==> config.mk <==
export PLATFORM = sky130hd
export DESIGN_NAME = iq_frame_packer_flat
export DESIGN_NICKNAME = d
export VERILOG_FILES = /design/src/rtl/iq_frame_packer_if.sv /design/src/rtl/iq_frame_packer.sv /design/src/flat_wrapper.sv
export SDC_FILE = /design/constraint.sdc
export NUM_CORES = 1
export LEC_CHECK = 0
export ABC_CLOCK_PERIOD_IN_PS = 6260
export CAP_MARGIN = 15
export CELL_PAD_IN_SITES_DETAIL_PLACEMENT = 1
export CELL_PAD_IN_SITES_GLOBAL_PLACEMENT = 1
export CORE_MARGIN = 2
export CORE_UTILIZATION = 55
export CTS_BUF_LIST = sky130_fd_sc_hd__clkbuf_8
export CTS_CLUSTER_DIAMETER = 60
export CTS_CLUSTER_SIZE = 16
export DETAILED_ROUTE_END_ITERATION = 6
export PLACE_DENSITY = 0.81
export SLEW_MARGIN = 20
export SYNTH_ARGS = -nofsm -noshare
export SYNTH_HDL_FRONTEND = slang
export SYNTH_SLANG_ARGS = --single-unit
==> constraint.sdc <==
create_clock -name aclk -period 6.26 [get_ports aclk]
set_input_delay 0.626 -clock aclk [delete_from_list [all_inputs] [get_ports aclk]]
set_output_delay 0.626 -clock aclk [all_outputs]
set_load 0.005 [all_outputs]
==> src/rtl/iq_frame_packer_if.sv <==
// ============================================================================
// iq_frame_packer_if : AXI-Stream style sample input and framed output bundle
// Revision 1.0
// ============================================================================
`default_nettype none

interface iq_frame_packer_if #(
   parameter int DATA_W = 32
);
   logic [DATA_W-1:0] s_axis_tdata;
   logic              s_axis_tvalid;
   logic [DATA_W-1:0] m_axis_tdata;
   logic              m_axis_tvalid;
   logic              m_axis_tready;
   logic              m_axis_tlast;

   // master: the packer, which sources the framed stream
   modport master (
      input  s_axis_tdata, s_axis_tvalid, m_axis_tready,
      output m_axis_tdata, m_axis_tvalid, m_axis_tlast
   );

   // slave: the environment that feeds samples and consumes frames
   modport slave (
      output s_axis_tdata, s_axis_tvalid, m_axis_tready,
      input  m_axis_tdata, m_axis_tvalid, m_axis_tlast
   );
endinterface

`default_nettype wire

==> src/rtl/iq_frame_packer.sv <==
// ============================================================================
// iq_frame_packer : cuts a backpressure-free IQ stream into fixed-length frames
// Revision 1.0
// ============================================================================
`default_nettype none

module iq_frame_packer #(
   parameter int DATA_W     = 32,
   parameter int FIFO_DEPTH = 16
) (
   input  wire logic        aclk,
   input  wire logic        areset,
   input  wire logic        enable,
   input  wire logic [15:0] frame_len,
   output logic      [15:0] frame_count,
   output logic      [15:0] overflow_count,
   output logic             overflow,
   output logic             busy,
   iq_frame_packer_if.master axis
);

   localparam int AW = $clog2(FIFO_DEPTH);

   typedef enum logic [1:0] {
      S_IDLE = 2'd0,
      S_RUN  = 2'd1,
      S_STOP = 2'd2
   } state_t;

   state_t            r_state;
   state_t            w_state_next;
   logic [15:0]       r_len_q;
   logic [15:0]       r_push_cnt;
   logic [15:0]       w_push_cnt_next;
   logic [AW:0]       r_wr_ptr;
   logic [AW:0]       r_rd_ptr;
   logic [DATA_W:0]   r_mem [FIFO_DEPTH];
   logic [DATA_W:0]   w_head;
   logic              w_empty;
   logic              w_full;
   logic              w_pop;
   logic              w_active;
   logic              w_push;
   logic              w_drop;
   logic              w_last_push;

   assign w_empty  = (r_wr_ptr == r_rd_ptr);
   assign w_full   = (r_wr_ptr[AW] != r_rd_ptr[AW]) &&
                     (r_wr_ptr[AW-1:0] == r_rd_ptr[AW-1:0]);
   assign w_pop    = !w_empty && axis.m_axis_tready;
   assign w_active = (r_state != S_IDLE);
   assign w_push   = w_active && axis.s_axis_tvalid && (!w_full || w_pop);
   assign w_drop   = w_active && axis.s_axis_tvalid && w_full && !w_pop;

   assign w_last_push     = (r_push_cnt == r_len_q - 16'd1);
   assign w_push_cnt_next = !w_push     ? r_push_cnt :
                            w_last_push ? 16'd0      : r_push_cnt + 16'd1;

   // Stopping looks at the post-push count so a frame closed this cycle is not reopened.
   always_comb begin
      w_state_next = r_state;
      case (r_state)
         S_IDLE: if (enable) w_state_next = S_RUN;
         S_RUN:  if (!enable) w_state_next = (w_push_cnt_next != 16'd0) ? S_STOP : S_IDLE;
         S_STOP: begin
            if (enable)                    w_state_next = S_RUN;
            else if (w_push && w_last_push) w_state_next = S_IDLE;
         end
         default: w_state_next = S_IDLE;
      endcase
   end

   always_ff @(posedge aclk or posedge areset) begin
      if (areset) begin
         r_state        <= S_IDLE;
         r_len_q        <= 16'd1;
         r_push_cnt     <= 16'd0;
         r_wr_ptr       <= '0;
         r_rd_ptr       <= '0;
         frame_count    <= 16'd0;
         overflow_count <= 16'd0;
         overflow       <= 1'b0;
      end else begin
         r_state    <= w_state_next;
         r_push_cnt <= w_push_cnt_next;
         if (r_state == S_IDLE && enable)
            r_len_q <= (frame_len == 16'd0) ? 16'd1 : frame_len;
         if (w_push)
            r_wr_ptr <= r_wr_ptr + (AW+1)'(1);
         if (w_pop)
            r_rd_ptr <= r_rd_ptr + (AW+1)'(1);
         if (w_pop && w_head[DATA_W])
            frame_count <= frame_count + 16'd1;
         if (w_drop) begin
            overflow <= 1'b1;
            if (overflow_count != 16'hFFFF)
               overflow_count <= overflow_count + 16'd1;
         end
      end
   end

   always_ff @(posedge aclk) begin
      if (w_push)
         r_mem[r_wr_ptr[AW-1:0]] <= {w_last_push, axis.s_axis_tdata};
   end

   // Outputs are forced to zero when empty so stale storage never shows after reset.
   assign w_head             = r_mem[r_rd_ptr[AW-1:0]];
   assign axis.m_axis_tvalid = !w_empty;
   assign axis.m_axis_tdata  = w_empty ? '0 : w_head[DATA_W-1:0];
   assign axis.m_axis_tlast  = !w_empty && w_head[DATA_W];
   assign busy               = w_active || !w_empty;

endmodule

`default_nettype wire

==> src/flat_wrapper.sv <==
// flat-port wrapper written by rule: the top's interface ports become plain ports
module iq_frame_packer_flat 
#(
   parameter int DATA_W     = 32,
   parameter int FIFO_DEPTH = 16
)
  (aclk, areset, enable, frame_len, frame_count, overflow_count, overflow, busy, axis_s_axis_tdata, axis_s_axis_tvalid, axis_m_axis_tready, axis_m_axis_tdata, axis_m_axis_tvalid, axis_m_axis_tlast);
  iq_frame_packer_if #(.DATA_W(DATA_W)) axis_i ();
  input  wire logic aclk;
  input  wire logic areset;
  input  wire logic enable;
  input  wire logic [15:0] frame_len;
  output logic      [15:0] frame_count;
  output logic      [15:0] overflow_count;
  output logic overflow;
  output logic busy;
  input wire logic [$bits(axis_i.s_axis_tdata)-1:0] axis_s_axis_tdata;
  input wire logic [$bits(axis_i.s_axis_tvalid)-1:0] axis_s_axis_tvalid;
  input wire logic [$bits(axis_i.m_axis_tready)-1:0] axis_m_axis_tready;
  output wire logic [$bits(axis_i.m_axis_tdata)-1:0] axis_m_axis_tdata;
  output wire logic [$bits(axis_i.m_axis_tvalid)-1:0] axis_m_axis_tvalid;
  output wire logic [$bits(axis_i.m_axis_tlast)-1:0] axis_m_axis_tlast;
  assign axis_i.s_axis_tdata = axis_s_axis_tdata;
  assign axis_i.s_axis_tvalid = axis_s_axis_tvalid;
  assign axis_i.m_axis_tready = axis_m_axis_tready;
  assign axis_m_axis_tdata = axis_i.m_axis_tdata;
  assign axis_m_axis_tvalid = axis_i.m_axis_tvalid;
  assign axis_m_axis_tlast = axis_i.m_axis_tlast;
  iq_frame_packer #(.DATA_W(DATA_W), .FIFO_DEPTH(FIFO_DEPTH)) u_core (.aclk(aclk), .areset(areset), .enable(enable), .frame_len(frame_len), .frame_count(frame_count), .overflow_count(overflow_count), .overflow(overflow), .busy(busy), .axis(axis_i));
endmodule
Word level (Yosys, flattened, before mapping)
Memories as Yosys holds them, arrays and structs flattened.
Cells that the tools add are included.
{ "totals": {"reg_bits": 77, "latchBits": 0, "ram_bits": 528, "romBits": 0, "in_bits": 53, "output_inout_bits": 68, "wordCells": 58, "mem_count": 1} }
{ "op_classes": {"n_addsub": 6, "multipliers": 0, "n_div": 0, "magnitude_cmp": 0, "n_eq_ne": 10, "shifts": 0, "n_mux": 12, "n_bitwise": 0, "reduce_logical": 21} }
{ "mem_list": {"columns": ["name", "words", "word_bits", "read_ports", "rd_clocked_by_memory_dff", "write_ports", "line_no", "rtl"], "rows": [
  ["u_core.r_mem", 16, 33, 1, 0, 1, "iq_frame_packer.sv:37", "logic [DATA_W:0] r_mem [FIFO_DEPTH];"]
]} }
{ "ops": {"columns": ["cell", "n"], "rows": [
  ["adder 16 x 1 -> 16 bit, second input constant", 3],
  ["two-way mux 16 bit", 3],
  ["two-way mux 32 bit", 1],
  ["== test 16 bit", 1],
  ["logical NOT 16 bit", 1],
  ["!= test 16 bit, second input constant", 1],
  ["nonzero test 16 bit", 1],
  ["subtractor 16 x 1 -> 16 bit, second input constant", 1],
  ["adder 5 x 1 -> 5 bit, second input constant", 2],
  ["logical AND 1 bit", 10],
  ["two-way mux 2 bit", 5],
  ["one-hot mux 2 bit (3 select lines)", 1],
  ["== test 5 bit", 1],
  ["== test 4 bit", 1],
  ["!= test 2 bit, second input constant", 2],
  ["logical NOT 1 bit", 3],
  ["!= test 3 x 2 -> 1 bit, second input constant", 1],
  ["AND reduction 3 bit", 1],
  ["== test 2 x 1 -> 1 bit, second input constant", 1],
  ["== test 2 bit, second input constant", 1],
  ["logical NOT 2 bit", 1],
  ["logical OR 1 bit", 2],
  ["two-way mux 1 bit", 2],
  ["AND reduction 2 bit", 1],
  ["2 further kinds", 2]
]} }

Depth between registers and ports, before layout
{ "depth": {"word_depth": 10, "mapped_depth": 11, "ltp_nobuf": 9} }

Worst setup path before layout
Ideal clock, no wire load.
{ "synth_timing": {"kind": "input to register", "from": "input axis_s_axis_tvalid", "to": "memory u_core.r_mem[0][0] in the netlist's numbering, enable pin", "setup_time_ps": 464, "arrival_ps": 3998, "required_time_ps": 5796, "slack_ps": 1798, "cell_stages": 6, "path_buffers": 2, "cell_sequence": "o21ai_0 clkbuf_1 a21oi_1 clkbuf_1 nand2_1 nor3_1"} }
{ "synth_between": {"elab_chain_len": 4} }
{ "synth_lines": {"columns": ["element", "line_no", "rtl"], "rows": [
  ["start: declaration", "flat_wrapper.sv:18", "input wire logic [$bits(axis_i.s_axis_tvalid)-1:0] axis_s_axis_tvalid;"],
  ["logical AND 1 bit (2 in a row)", "iq_frame_packer.sv:52", "assign w_push = w_active && axis.s_axis_tvalid && (!w_full || w_pop);"],
  ["two-way mux 1 bit", "iq_frame_packer.sv:103", "if (w_push)"],
  ["two-way mux 1 bit (implied by the code)", "iq_frame_packer.sv:104", "r_mem[r_wr_ptr[AW-1:0]] <= {w_last_push, axis.s_axis_tdata};"],
  ["end: declaration", "iq_frame_packer.sv:37", null]
]} }
No other way between the ends.

Worst setup path in the final report
{ "layout_timing": {"from": "register u_core.r_rd_ptr[1]", "to": "output axis_m_axis_tdata[30]"} }
{ "layout_between": {"elab_chain_len": 2, "word_cells_on_any_way": 3, "classes_between": "eq/ne (1); mux (1); memory (1)"} }
{ "layout_lines": {"columns": ["element", "line_no", "rtl"], "rows": [
  ["start: declaration", "iq_frame_packer.sv:36", "logic [AW:0] r_rd_ptr;"],
  ["start signal: assignment", "iq_frame_packer.sv:91", "r_rd_ptr <= r_rd_ptr + (AW+1)'(1);"],
  ["memory (16 x 33 bit) or == test 5 bit (tied branches)", null, null],
  ["two-way mux 32 bit (*)", "iq_frame_packer.sv:110", "assign axis.m_axis_tdata = w_empty ? '0 : w_head[DATA_W-1:0];"],
  ["end: declaration", "flat_wrapper.sv:20", "output wire logic [$bits(axis_i.m_axis_tdata)-1:0] axis_m_axis_tdata;"]
]} }
Mark *: on every way between the ends. The rest lies on a longest branch, timed or not.

==> summary.txt <==
Pwr
  – Seq pwr share: 0.470
  – Clock power frac: 0.194
  – PD cells: 392.8 nW/um^2
  – Sw Pwr: 3276 uW
  – Gate power share: 0.336
  – Switching Share: 0.3028
  – Peak VDD IR: 0.2568 mV
  – Leakage: 0.008864 uW
  – Internal: 7543 uW

Timing
  – Slew Viols, Final: 0
  – Final worst-path cycle share: 0.7369
  – RSZ-0062 raised after global routing: false
  – Final Hold Viols: 0
  – Sum Neg Setup Slack: 0 ps
  – # setup viols final: 0
  – Final clock skew: 35.36 ps
  – Relative max-transition margin: 0.3170
  – Worst-Margin Slew: 1019 ps
  – Fin crit period: 4613 ps
  – FMAX: 216.8 MHz

Worst setup path
  – Crit-path slowest cell: dfrtp_4
  – Worst path cell trace: buf_4 > mux4_2 > mux4_2 > and2_1 > clkdlybuf4s50_1
  – Largest delay share family, worst path: buffers and inverters
  – CP Launch Type: flop
  – Reg2reg path depth: 7
  – Launch point of the worst path: u_core.r_rd_ptr[1]
  – Arrival @ worst endpoint: 3990 ps
  – Critical path capture point: axis_m_axis_tdata[30]
  – Worst stage delay on the critical path: 890 ps
  – Bufs and invs on worst path: 2
  – Worst Path Max Fanout: 49
  – Worst reg2reg startpoint: u_core.r_rd_ptr[0]
  – Kind of end point of the critical path: output port
  – Worst reg-to-reg setup slack: 2400 ps
  – Worst path depth: 5
  – Worst Path Required: 5630 ps
  – Top cell by count, worst path: mux4_2
  – Worst Setup Path Type: flop to output port
  – RR Endpoint: u_core.r_mem[3][28]

Floorplan
  – Starting density of the core: 0.5569
  – Die Y: 215.6 um
  – # IOs: 121
  – Core area: 44,220 um^2
  – Die Wd: 215.6 um
  – Die area: 46,480 um^2
  – Cell Rows: 77

Run status
  – Status: finished clean

Logic synthesis
  – Post-Syn Nets: 1,340
  – Post-synth top area cell: edfxtp_1
  – Syn_area_per_cell: 19.27 um^2
  – Ys flop type: edfxtp_1
  – Post-synth EDFFs: 528
  – Post-synth ARST share: 0.1273
  – Synth Cell Area: 24,620 um^2
  – Count leader, synth: edfxtp_1
  – Yosys reg bits: 605
  – Area share of the largest cell type after synthesis: 0.6439
  – Post-Synthesis Cells: 1,278
  – Yosys warning count: 0
  – Area contributors post-synth: edfxtp_1, mux4_2, dfrtp_1, xnor2_1, and2_1
  – Post-synthesis sequential area ratio: 0.7222
  – Library cells used by synthesis: 63
  – Most instantiated cells after synthesis: edfxtp_1, mux4_2, dfrtp_1, nand2_1, clkbuf_1

Global routing
  – Initial antenna violation count: 0
  – First-pass GRT wire length: 85,620 um
  – Total GRT Usage: 0.2488
  – Total gr overflow: 0
  – Largest net degree at the start of global routing: 55
  – Vias in the first global route: 13,580

Run
  – Max-Cap Viols: 0

Cells and area
  – Final-layout fill cell count: 3,737
  – Fraction of layout cells with a size suffix above 1: 0.2158
  – Post-layout util: 0.6229
  – Nets@finish: 1,467
  – Reg area: 17,790 um^2
  – Area occupied by multi-input gates: 6594 um^2
  – Area Overhead vs Synth: 11.86%

Route
  – Drt wl/cell: 27.86 um
  – 1st-iter DRT viols: 1,243
  – Drt total wl: 56,270 um
  – Detailed Routing Iterations Pass 1: 5
  – Post-route DRC: 0
  – Routed Antenna Nets: 0
  – Vias per inst: 6.271
  – Vias: 12,670

Placement
  – Final Wtd Congestion: 0.7840
  – Port Buffers: 120
  – Dpl hpwl: 32,340 um

Clock tree
  – CTS clk-pin slew, worst paths: 110 ps
  – Post-CTS Setup Bufs: 0
  – CTS buffer count: 47
  – CTS HTree Levels: 2
  – CTS tree: built
  – TritonCTS Sinks: 605
  – Maximum buffer depth of the clock tree: 3
  – Post-cts resize count: 0
  – Clk_lat worst skew: 670 ps
  – CTS Hold Buffers Added: 0
  – CTS root buf: clkbuf_8

Min path
  – HP Class: input port to async pin
## per-stage QoR
step	total power, uW	setup WS (ps)	hold slack [ps]	instance area (um^2)	std cells
final	10820	1647	250.7	27550	2020
after global routing	11330	1478	268.6	27540	2019
after CTS	10940	1602	205.6	27540	2019
after detailed placement	8857	2363	467.0	26680	1948
after global placement	8754	2389	462.0	26650	1947
after floorplan	7406	1798	461.7	24620	1278
## how the worst min path moves through the flow
stage / startpoint / to / slack, ps / cells past startpoint
final: areset / u_core.frame_count[1] / 250 / 2
after global routing: areset / u_core.frame_count[10] / 270 / 2
after CTS: areset / u_core.frame_count[13] / 210 / 2
after detailed placement: u_core.frame_count[15] / u_core.frame_count[15] / 470 / 1
after global placement: u_core.frame_count[15] / u_core.frame_count[15] / 460 / 1
after floorplan: u_core.r_wr_ptr[4] / u_core.r_wr_ptr[4] / 460 / 1
## registers in the layout, indices dropped and copies added (netlist names)
| register | cells |
|---|---|
| u_core.r_mem | 528 |
| u_core.frame_count | 16 |
| u_core.overflow_count | 16 |
| u_core.r_len_q | 16 |
| u_core.r_push_cnt | 16 |
| u_core.r_rd_ptr | 5 |
| u_core.r_wr_ptr | 5 |
| u_core.r_state | 2 |
| u_core.overflow | 1 |
## cell type report
cell class	instances	area share
Sequential cell	605	0.6460
Multi-Input combinational cell	585	0.2394
Timing Repair Buffer	152	0.05442
Tap cell	592	0.02689
Clock buffer	49	0.02448
Clock inverter	22	0.006814
Inverter	14	0.001953
Antenna cell	1	0.00009085
## layout by cell type, fill, tap and decap left out, types with 3 or more instances in the layout
master,instances
edfxtp_1,528
mux4_2,164
clkdlybuf4s50_1,120
dfrtp_1,72
nand2_1,50
clkbuf_8,49
and2_1,40
xnor2_1,35
nand3_1,31
buf_4,28
xor2_1,27
nor2_1,25
inv_1,22
o21ai_0,21
o211ai_1,21
mux2_2,16
nor3_1,16
nand4_1,15
nor2_4,12
and3_1,9
ha_1,9
nand2b_1,8
nor4_1,8
or3_1,8
mux2i_1,6
nor3_2,5
a21oi_1,5
or2_2,4
a211oi_1,4
and4_1,3
or4_1,3
nor2b_1,3
nor3b_1,3
clkinvlp_4,3
buf_12,3
## power groups by stage
stage	combinational [uW]	clock, uW	sequential, uW
final	3640	2100	5090
after global routing	3910	2280	5140
after CTS	3700	2160	5090
after detailed placement	3680	0	5180
after global placement	3600	0	5160
after floorplan	2510	0	4900
## cells by family (layout without fill, tap and decap cells)
family	count (synthesis)	after routing	share of synthesized area
other	0	1	0
multiplexers	186	186	0.1597
AO/OA/AOI/OAI	77	77	0.02241
flip-flops	605	605	0.7222
XOR/XNOR	62	62	0.02205
buffers and inverters	88	237	0.01453
adder cells (fa/ha/maj)	9	9	0.004573
AND/OR/NAND/NOR	251	251	0.05452
## per-layer routing
layer / vias up / share of wire / global-route usage
li1: 5383 / - / -
met1: 6759 / 0.41 / 0.3404
met2: 434 / 0.51 / 0.4133
met3: 92 / 0.059 / 0.03961
met4: 0 / 0.026 / 0.08529
met5: - / 0 / 0
(Power assumes the default switching activity.)
